--- src/rtl/ofm_pool_pkg.sv ---
// ----------------------------------------------------------------------------
// ofm_pool_pkg
//   Shared constants and types for the 2x2 / stride-1 max-pool stage that sits
//   behind the 7x7-IFM / 3x3-weight convolution block.
//   - DW, IN_W, IN_H : input word width and 5x5 OFM geometry
//   - OUT_W, OUT_H   : pooled map geometry (4x4)
//   - COL_W, ROW_W   : raster counter widths
//   - word_t, pool_rsp_t, max2()
// ----------------------------------------------------------------------------
package ofm_pool_pkg;

   localparam int DW    = 36;
   localparam int IN_W  = 5;
   localparam int IN_H  = 5;
   localparam int OUT_W = IN_W - 1;
   localparam int OUT_H = IN_H - 1;
   localparam int COL_W = $clog2(IN_W);
   localparam int ROW_W = $clog2(IN_H);

   typedef logic [DW-1:0] word_t;

   // Registered output bundle of the pool stage.
   typedef struct packed {
      logic  vld;
      logic  done;
      word_t data;
   } pool_rsp_t;

   // Unsigned full-width compare; on a tie either operand is the same value.
   function automatic word_t max2(input word_t a, input word_t b);
      return (a > b) ? a : b;
   endfunction

endpackage

--- src/rtl/pool_line_buf.sv ---
// ----------------------------------------------------------------------------
// pool_line_buf
//   One-row line buffer for the max-pool stage. DEPTH x WIDTH register array
//   with a single port indexed by idx: rd_data is the stored (old) entry,
//   combinationally, and wr_data replaces it on the same rising edge when
//   wr_en is set, giving read-before-write behaviour. Resets to all zero.
//
//   clk      in   clock
//   rst_n    in   asynchronous active-low reset
//   wr_en    in   write wr_data to entry idx this cycle
//   idx      in   entry index (column)
//   wr_data  in   new entry value
//   rd_data  out  current value of entry idx (before this cycle's write)
// ----------------------------------------------------------------------------
module pool_line_buf #(
   parameter int DEPTH = 5,
   parameter int WIDTH = 36,
   parameter int IDX_W = $clog2(DEPTH)
) (
   input  logic             clk,
   input  logic             rst_n,
   input  logic             wr_en,
   input  logic [IDX_W-1:0] idx,
   input  logic [WIDTH-1:0] wr_data,
   output logic [WIDTH-1:0] rd_data
);

   logic [DEPTH-1:0][WIDTH-1:0] mem;

   assign rd_data = mem[idx];

   always_ff @(posedge clk or negedge rst_n) begin
      if (!rst_n) begin
         mem <= '0;
      end else if (wr_en) begin
         mem[idx] <= wr_data;
      end
   end

endmodule

--- src/rtl/ofm_maxpool2x2.sv ---
// ----------------------------------------------------------------------------
// ofm_maxpool2x2
//   2x2 max pooling, stride 1, over the serial 5x5 OFM stream of the conv
//   block. A one-row line buffer supplies the sample directly above the
//   current one; top_prev / left_prev hold the previous column of the window,
//   so each accepted sample at row>=1, col>=1 closes one 2x2 window. The
//   window maximum is registered, giving a fixed 1-cycle latency and a 4x4
//   pooled map (16 words) per frame in raster order.
//
//   clk        in   clock, all state on rising edge
//   rst_n      in   asynchronous active-low reset
//   in_valid   in   In_OFM valid this cycle (conv block's out_valid)
//   In_OFM     in   DW-bit unsigned sample, raster order
//   out_valid  out  Out_Pool valid this cycle
//   Out_Pool   out  pooled maximum, zero when out_valid is low
//   frame_done out  pulse with the last pooled word of a frame
// ----------------------------------------------------------------------------
module ofm_maxpool2x2
   import ofm_pool_pkg::*;
(
   input  logic          clk,
   input  logic          rst_n,
   input  logic          in_valid,
   input  logic [DW-1:0] In_OFM,
   output logic          out_valid,
   output logic [DW-1:0] Out_Pool,
   output logic          frame_done
);

   logic [COL_W-1:0] col;
   logic [ROW_W-1:0] row;
   logic             last_col;
   logic             last_row;

   word_t     up;
   word_t     top_prev;
   word_t     left_prev;
   word_t     max_top;
   word_t     max_bot;
   word_t     win_max;
   logic      emit;
   pool_rsp_t rsp_d;
   pool_rsp_t rsp_q;

   assign last_col = (col == COL_W'(IN_W - 1));
   assign last_row = (row == ROW_W'(IN_H - 1));

   // -------------------------------------------------------------------------
   // Raster position of the sample being accepted; advances only on in_valid,
   // so gaps freeze the frame position. End of frame wraps both to 0, so the
   // next accepted sample is row 0 of the following frame.
   // -------------------------------------------------------------------------
   always_ff @(posedge clk or negedge rst_n) begin
      if (!rst_n) begin
         col <= '0;
         row <= '0;
      end else if (in_valid) begin
         if (last_col) begin
            col <= '0;
            row <= last_row ? '0 : row + ROW_W'(1);
         end else begin
            col <= col + COL_W'(1);
         end
      end
   end

   // Line buffer: up is the previous row's sample in this column, read before
   // the current sample overwrites it.
   pool_line_buf #(
      .DEPTH (IN_W),
      .WIDTH (DW),
      .IDX_W (COL_W)
   ) u_line_buf (
      .clk     (clk),
      .rst_n   (rst_n),
      .wr_en   (in_valid),
      .idx     (col),
      .wr_data (In_OFM),
      .rd_data (up)
   );

   // Left column of the window. At col 0 these carry the previous row's tail,
   // but no output is produced at col 0 so that value is never consumed.
   always_ff @(posedge clk or negedge rst_n) begin
      if (!rst_n) begin
         top_prev  <= '0;
         left_prev <= '0;
      end else if (in_valid) begin
         top_prev  <= up;
         left_prev <= In_OFM;
      end
   end

   // 4-input max tree over the 2x2 window.
   assign max_top = max2(top_prev, up);
   assign max_bot = max2(left_prev, In_OFM);
   assign win_max = max2(max_top, max_bot);

   // Row 0 and col 0 only prime the window. This also keeps stale line-buffer
   // contents from a previous frame out of the result.
   assign emit = in_valid && (row != '0) && (col != '0);

   always_comb begin
      rsp_d      = '0;
      rsp_d.vld  = emit;
      rsp_d.done = emit && last_row && last_col;
      rsp_d.data = emit ? win_max : '0;
   end

   always_ff @(posedge clk or negedge rst_n) begin
      if (!rst_n) begin
         rsp_q <= '0;
      end else begin
         rsp_q <= rsp_d;
      end
   end

   assign out_valid  = rsp_q.vld;
   assign frame_done = rsp_q.done;
   assign Out_Pool   = rsp_q.data;

endmodule

--- config.mk ---
export PLATFORM = sky130hd
export DESIGN_NAME = ofm_maxpool2x2
export DESIGN_NICKNAME = d
export VERILOG_FILES = /design/src/rtl/ofm_pool_pkg.sv /design/src/rtl/pool_line_buf.sv /design/src/rtl/ofm_maxpool2x2.sv
export SDC_FILE = /design/constraint.sdc
export NUM_CORES = 1
export LEC_CHECK = 0
export ABC_AREA = 1
export CAP_MARGIN = 20
export CORE_ASPECT_RATIO = 1.2
export CORE_MARGIN = 2
export CORE_UTILIZATION = 60
export CTS_CLUSTER_SIZE = 8
export DETAILED_ROUTE_END_ITERATION = 7
export GPL_ROUTABILITY_DRIVEN = 0
export GPL_TIMING_DRIVEN = 0
export HOLD_SLACK_MARGIN = 0.02
export PLACE_DENSITY_LB_ADDON = 0.08
export SKIP_CTS_REPAIR_TIMING = 1
export SLEW_MARGIN = 20
export SYNTH_ARGS = -nofsm -noshare
export SYNTH_HDL_FRONTEND = slang
export SYNTH_SLANG_ARGS = --single-unit
--- constraint.sdc ---
create_clock -name clk -period 5.9 [get_ports clk]
set_input_delay 0.59 -clock clk [delete_from_list [all_inputs] [get_ports clk]]
set_output_delay 0.59 -clock clk [all_outputs]
set_load 0.05 [all_outputs]
==> results of run 1 <==
[cell families after synthesis]
family                   synth area share [%]
AND/OR/NAND/NOR                          25.9
AO/OA/AOI/OAI                            12.9
flip-flops                               45.8
buffers and inverters                    6.74
adder cells (fa/ha/maj)                  8.67
[worst reg2reg max path, delay by kind of cell (launching register included)]
family	cells	cell delay (ns)
adders and majority gates	2	0.62
DFF	1	0.43
and+or+nand+nor	21	2.82
buffers and inverters	8	1.52
[state kept, by name, summed over array words and instances, names as in the netlist]
signal and count:
col 3, left_prev 36, Out_Pool 36, frame_done 1, out_valid 1, u_line_buf.mem 180
row 3, top_prev 36
[per-layer routing]
layer  up-vias  GRT usage [%]
met2       643           57.4
li1       6823              -
met1      6876           45.0
met4         0           15.0
met5         -              0
met3       140           7.97
[final cells by class]
class	instances	area, um2
inverter	141	529
tap	335	419
sequential	296	7410
fill	2171	7850
clock buffer	42	1050
clock inverter	3	58.8
multi-input combinational	1457	7660
buffer	101	572
timing repair buffer	83	881
[power groups by stage]
stage	logic, mW	clock network (mW)	registers [mW]
6_report	6.54	2.13	3.23
5_1_grt	7.30	2.23	3.30
4_1_cts	6.41	2.14	3.21
3_5_place_dp	6.36	0	3.23
3_3_place_gp	6.17	0	3.21
2_1_floorplan	4.32	0	3.33
[through the flow]
| stage | TNS (ns) | hold WS (ns) |
|---|---|---|
| 6_report | 0 | 0.480 |
| 5_1_grt | -0.00453 | 0.503 |
| 4_1_cts | 0 | -0.0368 |
| 3_3_place_gp | -2462.15 | 0.460 |
| 3_5_place_dp | 0 | 0.469 |
| 2_1_floorplan | 0 | 0.294 |
[layout by cell type (no fill, tap or decap), types with 16 or more instances in the layout]
cell / Yosys / layout
nand4_1: 35 / 35
dfrtp_1: 296 / 296
a21oi_1: 43 / 43
o21a_1: 29 / 29
nand2_1: 602 / 602
o22ai_1: 21 / 21
nand2_2: 23 / 23
buf_6: 16 / 16
clkdlybuf4s50_1: 0 / 75
ha_1: 112 / 112
and2_1: 32 / 32
inv_1: 133 / 133
clkbuf_1: 52 / 48
clkbuf_16: 0 / 42
o21ai_0: 270 / 270
buf_2: 24 / 21
nor2_1: 86 / 86
nand3_1: 152 / 152
o21ai_1: 18 / 18
[worst max path at each step]
stage	to	slack [ns]	depth (start not counted)
CTS	Out_Pool[17]$_DFF_PN0_	0.09	32
detailed placement	Out_Pool[17]$_DFF_PN0_	0.13	29
global route	Out_Pool[19]$_DFF_PN0_	-0.003	31
global placement	u_line_buf.mem[175]$_DFFE_PN0P_	-8.34	1
floorplan	Out_Pool[18]$_DFF_PN0_	1.69	29
finish	Out_Pool[16]$_DFF_PN0_	0.35	31
==> reports/results.ini, run 1 <==
[routing]
drt_iter0_markers=1318
ant_nets=0
wire_per_inst_um=19.8
routed_wl_um=48600
vias=14482
routed.top_layer=met4
drtPass1Iterations=6
dr_wl_met3_um=3940
wl_met1_um=19900
viasPerCell=5.89
drc_errors=0
routed-wl-met2_um=22900

[cts]
cts-htree-levels=2
clock-sinks=296
cts_tree=built
clockRootBuffer=clkbuf_16
cts_buffer_depth=3
path_clk_slew_ns=0.05
clk_latency_ns=0.56
cts_buffers=42

[min_path]
holdPathEnd=u_line_buf.mem[91]$_DFFE_PN0P_
hold_depth=2
min_path_type=flop to flop
min-delay-start=u_line_buf.mem[91]$_DFFE_PN0P_

[critical_path]
critPathSlowestCell=dfrtp_1
arrival_ns=5.96
reg2reg_depth=31
crit_start=col[1]$_DFFE_PN0P_
timing.rr.start=col[1]$_DFFE_PN0P_
max_stage_delay_ns=0.43
endpoint_kind=flop
r2r_setup_slack_ns=0.35
worstPathRequired_ns=6.31
startpoint_type=flop
path_class=flop to flop
cp_top_family=simple AND/OR/NAND/NOR gates
crit_top_cell=nand2_1
cp_max_fo=10
path_buf_inv=8
rr_endpoint=Out_Pool[16]$_DFF_PN0_

[power_and_ir_drop]
combPwrFrac_pct=55.0
design_power_total_mw=11.9
vdd_drop_max_mv=0.338
power.internal_mw=6.30
pwr-share-clk_pct=17.9
power.leakage_nw=9.21
power_density_nw_per_um2=640
seq_power_share_pct=27.1
swShare_pct=47.1
power_switching_mw=5.60

[global_route]
grt_overflow_total=0
grt_pass1_wl_um=76000
gr-usage-all-layers_pct=35.0
grt_pass1_vias=14244
grt_start_max_net_pins=93
grt_antenna_before_repair=0

[logic_synthesis]
netlist_top_cells_count=nand2_1 (602), dfrtp_1 (296), o21ai_0 (270), nand3_1 (152), inv_1 (133)
async_flop_share_pct=100
synth_enable_flop_cells=0
ys_warn_count=0
synth_top_cell_by_area=dfrtp_1
synth-seq-area-share_pct=45.8
netlist.area_leader.share_pct=45.8
syn_avg_cell_area_um2=8.10
synthCells=1995
synth-main-ff-cell=dfrtp_1
synth_cell_type_count=36
synth_most_common_cell=nand2_1
synthTopCellsByArea=dfrtp_1 (46%), nand2_1 (14%), ha_1 (8.7%), o21ai_0 (8.4%), nand3_1 (4.7%)
synth_seq_cells=296
synth.cell_area_um2=16200
syn-num-nets=2146

[sta]
timing.final.crit_share_pct=94.1
tightest_slew_ns=0.757
fin_skew_ns=0.0213
max_clock_freq_ghz=0.180
finalHoldViolCount=0
min_period_ns=5.55
drv_slew=0
slew_headroom_pct=49.3
setup_viol=0
worst_slack_ns=0.350

[placement]
dpl.hpwl_um=36300
dp.cells=2409
port_buffers=76
placed_area_um2=17400
preCtsSetupSlack_ns=0.128

[layout]
area_growth_pct=15.0
fin_nets=2273
diodes=0
stdcell_count=2458
final_cell_area_um2=18600
drive_above_1_share_pct=7.21
final_util_pct=70.3

[die]
core_um2=26400
die_h_um=184
rows=65
start_util_pct=61.1
die_w_um=154
boundaryPins=77
dieArea_um2=28300

[flow_run]
max_cap_violations=0

[outcome]
status=finished, final reports clean

No activity file was read; power rests on OpenSTA's default activity.
==> inputs of run 2 (changes only) <==
--- a/config.mk
+++ b/config.mk
@@ -21,3 +21,4 @@
 export SYNTH_ARGS = -nofsm -noshare
 export SYNTH_HDL_FRONTEND = slang
 export SYNTH_SLANG_ARGS = --single-unit
+export TNS_END_PERCENT = 1
==> results of run 2 <==
Final layout, timing and power as in run 1 (identical DEF).
==> inputs of run 3 (changes only) <==
--- a/config.mk
+++ b/config.mk
@@ -10,6 +10,7 @@
 export CORE_ASPECT_RATIO = 1.2
 export CORE_MARGIN = 2
 export CORE_UTILIZATION = 60
+export CTS_CLUSTER_DIAMETER = 100
 export CTS_CLUSTER_SIZE = 8
 export DETAILED_ROUTE_END_ITERATION = 7
 export GPL_ROUTABILITY_DRIVEN = 0
==> results of run 3 <==
Final layout, timing and power as in run 1 (identical DEF).
==> edit (flow settings as in run 3) <==
Register the outputs `out_valid`, `Out_Pool` and `frame_done`; this adds one clock of latency there. Comments in the files are not updated.
--- a/src/rtl/ofm_maxpool2x2.sv
+++ b/src/rtl/ofm_maxpool2x2.sv
@@ -115,9 +115,11 @@
       end
    end
 
-   assign out_valid  = rsp_q.vld;
-   assign frame_done = rsp_q.done;
-   assign Out_Pool   = rsp_q.data;
+   always_ff @(posedge clk) begin
+      out_valid  <= rsp_q.vld;
+      Out_Pool   <= rsp_q.data;
+      frame_done <= rsp_q.done;
+   end
 
 endmodule
 
Function: no difference found for any inputs over 4 cycles, from zero or initial values and one cycle with rst_n low; that may be too few to reach the edited logic, so the function may still have changed.
==> edit against run 3 <==
  * Core utilization rose by 0.22 points
  * Clock skew fell by 0.00090 ns
  * Fmax rose by 0.22%
  * Worst hold slack got worse by 0.15 ns
  * Final area rose by 5.3%
  * Synthesized cell count rose by 2.0%
  * Area after synthesis rose by 4.1%
  * Sequential share of layout area rose by 1.9 points
  * Sequential cell count rose by 38
  * First-iteration DRC count rose by 0.46%
  * Worst setup slack improved by 0.012 ns
  * Total power rose by 5.2%
  * Routed wire length rose by 1.8%
  * Highest routed layer unchanged
==> edit: results (changes against run 3) <==
stage;metric;value;unit;change
run_status;status;completed;;
detailed_routing;first_pass_iters;6;;unchanged
cells_and_area;drive_gt1_share;6.29;%;-0.92 points
power;power_switching;0.00567;W;+1.4%
logic_synthesis;yosys_warnings;0;;unchanged
cells_and_area;n_clock_buffer;74;;+76%
global_route;grtUsageTotal;34.7;%;-0.30 points
logic_synthesis;synth_cell_type_count;35;;-2.8%
logic_synthesis;synth_commonest_cells;627 x nand2_1, 296 x dfrtp_1, 258 x o21ai_0;;
cells_and_area;nMultiInputCombCells;1459;;+0.14%
cells_and_area;sh_seq_area;41.7;%;+1.9 points
global_route;grt_pass1_wl;78400;um;+3.2%
global_route;first_global_vias;14700;;+3.1%
global_route;groute.layer.met3.usage;5.77;%;-2.2 points
global_route;antenna_found_initial;0;;unchanged
setup_path;critPathSlowestCell;dfrtp_2;;
cells_and_area;layout.nets;2319;;+2.0%
detailed_routing;dr_wl_met3;3790;um;-4.0%
placement;dp_hpwl;36500;um;+0.57%
detailed_routing;wirelength;49500;um;+1.8%
global_route;grt_max_degree;99;;+6.5%
logic_synthesis;synth_area_leaders;dfrtp_1 44%, nand2_1 14%, ha_1 8.3%;;
sta;fin_worst_skew;0.0204;ns;-0.000901 ns
min_path;hold_depth;0;;-2
logic_synthesis;synth.avg_cell_area;8.27;um^2;+2.1%
sta;slew_headroom;39.2;%;-10 points
global_route;gr-usage-met1;46.4;%;+1.4 points
logic_synthesis;ys_seq_area_share;48.5;%;+2.7 points
min_path;hold_start;rsp_q[1];;
logic_synthesis;async_flop_share;88.6;%;-11 points
power;power_frac_seq;28.3;%;+1.2 points
detailed_routing;route.met2.wl;23100;um;+1.1%
logic_synthesis;synth_nets;2186;;+1.9%
setup_path;crit_path_end;rsp_q[9];;
detailed_routing;met1_length;20300;um;+2.2%
setup_path;crit_arrival;5.95;ns;about the same
cells_and_area;nNonClkInverters;141;;unchanged
power;p_leak;9.61;nW;+4.4%
power;comb_power_share;51.7;%;-3.3 points
power;vdd_drop_max;295;uV;-13%
setup_path;crit_start;col[0];;
cells_and_area;num-nonclk-buffers;185;;+0.54%
global_route;met2_usage;55.0;%;-2.3 points
cells_and_area;clock_area_share;6.94;%;+0.97 points
placement;placed_area;18100;um^2;+4.1%
cells_and_area;nonClkBufAreaFrac;7.42;%;-0.40 points
detailed_routing;viasPerCell;5.79;;-1.8%
setup_path;cp_slowest_stage_delay;0.45;ns;+0.02 ns
setup_path;reg2reg_from;col[0];;
logic_synthesis;ys_seq_elements;334;;+13%
setup_path;ff2ff_path_depth;29;;-6.5%
cells_and_area;multi_input_area;7590;um^2;-1.0%
clock_tree;numCtsBuffers;47;;+12%
min_path;min_to;Out_Pool[1];;
detailed_routing;drt-initial-drc-count;1324;;+0.46%
min_path;hold_path_class;register to register;;
cells_and_area;fillers;2226;;+2.5%
cells_and_area;diodes;0;;unchanged
edit: stage by stage:
stage               total power [W]  cells  hold slack [ns]  worst slack [ns]  utilization, %
floorplan                   0.00790   2035            0.294              1.69               -
global placement            0.00966   2490            0.324             -8.35            65.1
detailed placement          0.00985   2493            0.327            0.0603            65.4
CTS                          0.0124   2569          -0.0608           0.00618            70.3
global route                 0.0135   2574            0.344            0.0121            70.5
finish                       0.0125   2574            0.334             0.362            70.5
edit: worst max-delay path: cells and delay by family, from the launching register on:
family,cells,cell delay [ns]
AO/OA/AOI/OAI,1,0.22
adder cells (fa/ha/maj),2,0.64
buffers and inverters,6,1.29
flip-flops,1,0.45
AND/OR/NAND/NOR,20,2.76
edit: logic make-up (layout without fill, tap and decap cells):
logic type / Yosys count / in the layout / synth area share, %
flip-flops: 334 / 334 / 48.5
buffers and inverters: 242 / 402 / 6.35
AO/OA/AOI/OAI: 388 / 388 / 12.3
adder cells (fa/ha/maj): 112 / 112 / 8.33
AND/OR/NAND/NOR: 959 / 959 / 24.5
